--- src/rtl/uart_tx_arb.sv ---
// Round-robin arbiter that lets N_REQ requesters share one uart_tx character port.
// A grant is issued only from IDLE while uart_tx reports ready, then the block tracks the ready handshake.
module uart_tx_arb #(
   parameter int DATA_WIDTH = 8,
   parameter int N_REQ      = 4
) (
   input  logic                          clk,
   input  logic                          rstn,
   input  logic [N_REQ-1:0]              req_valid,
   input  logic [N_REQ*DATA_WIDTH-1:0]   req_data,
   output logic [N_REQ-1:0]              req_ready,
   output logic [DATA_WIDTH-1:0]         tx_data,
   output logic                          tx_valid,
   input  logic                          tx_ready,
   output logic [$clog2(N_REQ)-1:0]      grant_id,
   output logic                          busy,
   output logic [15:0]                   sent_cnt
);

   localparam int IW = $clog2(N_REQ);

   typedef enum logic [1:0] {
      IDLE      = 2'd0,
      ISSUE     = 2'd1,
      WAIT_LOW  = 2'd2,
      WAIT_HIGH = 2'd3
   } state_t;

   state_t                  state_q;
   logic [IW-1:0]           ptr_q;
   logic [1:0]              wait_q;
   logic [DATA_WIDTH-1:0]   tx_data_q;
   logic [IW-1:0]           grant_id_q;
   logic                    tx_valid_q;
   logic [N_REQ-1:0]        req_ready_q;
   logic                    busy_q;
   logic [15:0]             sent_cnt_q;

   logic                    win_found_d;
   logic [IW-1:0]           win_idx_d;
   logic [IW:0]             scan_sum_d;
   logic [IW-1:0]           scan_idx_d;
   logic [IW-1:0]           ptr_d;
   logic [DATA_WIDTH-1:0]   win_data_d;
   logic [N_REQ-1:0]        win_onehot_d;

   // Rotating priority search: first valid index starting at ptr_q, wrapping modulo N_REQ
   always_comb begin
      win_found_d = 1'b0;
      win_idx_d   = '0;
      scan_sum_d  = '0;
      scan_idx_d  = '0;
      for (int k = 0; k < N_REQ; k++) begin
         scan_sum_d  = {1'b0, ptr_q} + (IW+1)'(k);
         scan_sum_d  = (scan_sum_d >= (IW+1)'(N_REQ)) ? scan_sum_d - (IW+1)'(N_REQ) : scan_sum_d;
         scan_idx_d  = scan_sum_d[IW-1:0];
         win_idx_d   = (req_valid[scan_idx_d] && !win_found_d) ? scan_idx_d : win_idx_d;
         win_found_d = win_found_d | req_valid[scan_idx_d];
      end
   end

   // Winner payload, one-hot acknowledge and the pointer that follows the winner
   always_comb begin
      win_data_d = '0;
      for (int i = 0; i < N_REQ; i++) begin
         win_data_d = (win_idx_d == IW'(i)) ? req_data[i*DATA_WIDTH +: DATA_WIDTH] : win_data_d;
      end
      win_onehot_d = {{(N_REQ-1){1'b0}}, 1'b1} << win_idx_d;
      if (win_idx_d == IW'(N_REQ-1)) begin
         ptr_d = '0;
      end else begin
         ptr_d = win_idx_d + IW'(1);
      end
   end

   // Arbitration FSM; every output is a register updated here
   always_ff @(posedge clk) begin
      if (!rstn) begin
         state_q     <= IDLE;
         ptr_q       <= '0;
         wait_q      <= 2'd0;
         tx_data_q   <= '0;
         grant_id_q  <= '0;
         tx_valid_q  <= 1'b0;
         req_ready_q <= '0;
         busy_q      <= 1'b0;
         sent_cnt_q  <= 16'd0;
      end else begin
         tx_valid_q  <= 1'b0;
         req_ready_q <= '0;
         case (state_q)
            IDLE: begin
               // sent_cnt steps with the grant so it already counts the character while tx_valid is high
               if (tx_ready && win_found_d) begin
                  state_q     <= ISSUE;
                  tx_data_q   <= win_data_d;
                  grant_id_q  <= win_idx_d;
                  ptr_q       <= ptr_d;
                  tx_valid_q  <= 1'b1;
                  req_ready_q <= win_onehot_d;
                  busy_q      <= 1'b1;
                  sent_cnt_q  <= sent_cnt_q + 16'd1;
               end else begin
                  busy_q      <= 1'b0;
               end
            end
            ISSUE: begin
               state_q <= WAIT_LOW;
               wait_q  <= 2'd0;
            end
            WAIT_LOW: begin
               if (!tx_ready) begin
                  state_q <= WAIT_HIGH;
               end else if (wait_q == 2'd3) begin
                  state_q <= IDLE;
                  busy_q  <= 1'b0;
               end else begin
                  wait_q  <= wait_q + 2'd1;
               end
            end
            WAIT_HIGH: begin
               if (tx_ready) begin
                  state_q <= IDLE;
                  busy_q  <= 1'b0;
               end else begin
                  state_q <= WAIT_HIGH;
               end
            end
            default: begin
               state_q <= IDLE;
               busy_q  <= 1'b0;
            end
         endcase
      end
   end

   assign req_ready = req_ready_q;
   assign tx_data   = tx_data_q;
   assign tx_valid  = tx_valid_q;
   assign grant_id  = grant_id_q;
   assign busy      = busy_q;
   assign sent_cnt  = sent_cnt_q;

endmodule
--- config.mk ---
export PLATFORM = sky130hd
export DESIGN_NAME = uart_tx_arb
export DESIGN_NICKNAME = d
export VERILOG_FILES = /design/src/rtl/uart_tx_arb.sv
export SDC_FILE = /design/constraint.sdc
export NUM_CORES = 1
export LEC_CHECK = 0
export ABC_AREA = 1
export CORE_UTILIZATION = 50
export DETAILED_ROUTE_END_ITERATION = 6
export PLACE_DENSITY_LB_ADDON = 0.3
export SYNTH_ARGS = -nofsm -noshare
export SYNTH_HDL_FRONTEND = slang
export SYNTH_SLANG_ARGS = --single-unit
--- constraint.sdc ---
create_clock -name clk -period 6.35 [get_ports clk]
set_input_delay 1.5875 -clock clk [delete_from_list [all_inputs] [get_ports clk]]
set_output_delay 1.5875 -clock clk [all_outputs]
set_load 0.01 [all_outputs]
==> out/metrics.yaml <==
pwr:
  p_leak_nw: 1.305
  ir_drop_uv: 289.9
  cellPowerDensity_mw_per_mm2: 399.5
  p_total_mw: 1.252
critical_path:
  path_class: "in -> reg"
  crit_fanout: 9
  r2r_start: "ptr_q[0]"
  startpoint: "req_valid[3]"
  cp-end-kind: "flop"
  arrival_ns: 4.23
  crit_required_ns: 6.54
  critPathLaunchType: "input pin"
drt:
  drt_pass1_iterations: 6
  postRouteAntennaNets: 0
  drt_iter0_markers: 160
  drt_wl_total_mm: 5.485
  vias: 2383
  vias_per_cell: 5.226
  wl_per_cell_um: 12.03
  drc: 9
logic_synthesis:
  ys_ff_latch: 38
  synth.area.top_cells: "dfxtp_1, nand2_1, nand2_2"
  netlist_area_mm2: 0.002349
  syn-num-nets: 385
  synthCells: 336
  ys_types: 31
  synth-seq-area-share_pct: 32.39
  ys_warn_count: 0
  synth-edff-count: 0
  synth_top_area_share_pct: 32.39
  syn_avg_cell_area_um2: 6.990
  yosys.area.top_type: "dfxtp_1"
  synth-async-reset-ratio_pct: 0
  synthFlopType: "dfxtp_1"
placed_design:
  place_area_mm2: 0.003038
  io_buffers: 70
  placedCellCount: 448
  gp_congestion: 0.9011
  dpl.hpwl_mm: 4.159
cts:
  htreeDepth: 2
  cts_buffers: 5
  cts-resized-gates: 0
  cts_tree: "built"
  clockBufferDepth: 2
  cts_root_buf: "clkbuf_8"
  post_cts_buffers: 0
  clock_latency_ns: 0.29
  cts.sinks: 38
  ctsHoldBuffers: 0
  path_clk_slew_ns: 0.07
die:
  die_y_um: 70.54
  rows: 24
  io-pin-count: 71
  dieArea_mm2: 0.004975
  floorplan.initialDensity_pct: 52.84
  core_area_mm2: 0.004444
  die_width_um: 70.54
grt:
  grt_usage_pct: 23.05
  grt_util_met1_pct: 27.25
  grt_util_met2_pct: 40.13
  gr-usage-met3_pct: 7.550
  antenna_found_initial: 0
  grt_max_degree: 18
  grt_overflow: 0
  first_global_vias: 2199
  grt_pass1_wl_mm: 9.225
  top_usage_layer: "met2"
final_layout:
  nets: 452
  insertedDiodeCount: 0
  drive_gt1_share_pct: 10.40
  stdcell_count: 456
  postLayoutCellArea_mm2: 0.003133
  syn2layout_area_growth_pct: 33.40
timing:
  max-slew-margin-rel_pct: 67.93
  fmax_ghz: 0.2471
  fin_crit_sh_pct: 63.74
  period_minus_slack_ns: 4.048
  rsz0062_at_grt: "no"
  setup_tns_ns: 0
  hold_ws_ns: 0.4589
  setup_viol: 0
  drv_slew: 0
  worst_slew_pin_slew_ns: 0.4781
  clock_skew_ns: 0.004173
  finalHoldViolations: 0
flow_run:
  cap_violations: 0
outcome:
  status: "complete, but fails checks"
  violations: "design-rule violations"
hold_path:
  hold_path.class: "reg -> reg"
  min-delay-start: "wait_q[0]"
==> synthesized netlist by cell type (3+ instances only) <==
library cell  number
nor2_1            20
xnor2_1            3
o211ai_1           9
nand2_1           96
inv_1             25
nor2_4             3
xor2_1            11
o21ai_0           16
clkbuf_1           5
nor3_1             3
a21oi_1           28
nand2_2           23
nand3_1           23
ha_1              10
dfxtp_1           38
==> placed cells by master (no fill, tap or decap) <==
| master | instances |
|---|---|
| a21oi_1 | 28 |
| and2_0 | 1 |
| clkbuf_8 | 6 |
| clkdlybuf4s50_1 | 70 |
| clkinv_1 | 2 |
| clkinv_2 | 1 |
| clkinvlp_4 | 1 |
| dfxtp_1 | 38 |
| ha_1 | 10 |
| inv_1 | 25 |
| inv_2 | 1 |
| inv_4 | 2 |
| inv_6 | 1 |
| nand2_1 | 96 |
| nand2_2 | 23 |
| nand2_4 | 2 |
| nand2_8 | 1 |
| nand3_1 | 23 |
| nand3_2 | 1 |
| nand3b_1 | 1 |
| nand4_1 | 2 |
| nor2_1 | 20 |
| nor2_4 | 3 |
| nor3_1 | 3 |
| nor3b_1 | 2 |
| o211ai_1 | 9 |
| o21ai_0 | 16 |
| o21ai_1 | 1 |
| o31ai_1 | 1 |
| xnor2_1 | 3 |
| xor2_1 | 11 |
==> sequential cells by signal, indices dropped and copies added, names as in the netlist <==
name,count
tx_data,8
state_q,2
sent_cnt,16
ptr_q,2
req_ready,4
wait_q,2
grant_id,2
busy,1
tx_valid,1
==> path summary, 6_finish.rpt <==
check / depth (start not counted) / slack [ns] / to
worst max register to register: 16 / 3.48 / tx_data[2]
worst min register to register: 1 / 0.46 / wait_q[0]
worst min-delay path: 1 / 0.46 / wait_q[0]
worst max-delay path: 17 / 2.30 / tx_data[2]
==> power by group <==
part / total, mW / switching (mW) / internal, mW
clock network: 0.174 / 0.0868 / 0.0872
registers: 0.327 / 0.0418 / 0.285
logic: 0.751 / 0.462 / 0.288
total: 1.25 / 0.591 / 0.661
==> worst max-delay path, stage by stage <==
cell,delay [ns]
clkdlybuf4s50_1,0.50
inv_1,0.06
nand2_1,0.05
nand3_1,0.09
nand2_1,0.14
inv_1,0.06
nand2_1,0.08
o21ai_0,0.10
nor3b_1,0.39
ha_1,0.42
inv_1,0.21
nand3_1,0.12
nand2_1,0.06
o21ai_0,0.08
nand2_1,0.08
o211ai_1,0.13
nand2_2,0.08
==> area by class of cell <==
| class | instances | area [um^2] |
|---|---|---|
| Tap cell | 52 | 65.06 |
| Clock buffer | 6 | 82.58 |
| Fill cell | 354 | 1311 |
| Multi-Input combinational cell | 257 | 1385 |
| Sequential cell | 38 | 760.7 |
| Inverter | 31 | 126.4 |
| Timing Repair Buffer | 70 | 700.7 |
| Clock inverter | 2 | 12.51 |
==> per-stage QoR <==
step	setup WS (ns)	util [%]
floorplan	2.863	-
global placement	2.233	68.36
detailed placement	2.057	68.36
CTS	2.348	70.50
global route	1.986	70.50
finish	2.302	70.50
==> cell families after synthesis <==
group           count (synthesis)  share of synthesized area, %
compound gates                 55                         12.79
xor+xnor                       14                         5.221
fa+ha+maj                      10                         5.328
buf+inv                        41                         8.631
flops                          38                         32.39
simple gates                  178                         35.64
==> routing by layer <==
metal / vias up / routed length [um]
li1: 1218 / -
met1: 1085 / 2364
met2: 72 / 2709
met3: 8 / 340
met4: 0 / 70
met5: - / 0
Power figures use the tool's default switching activity.
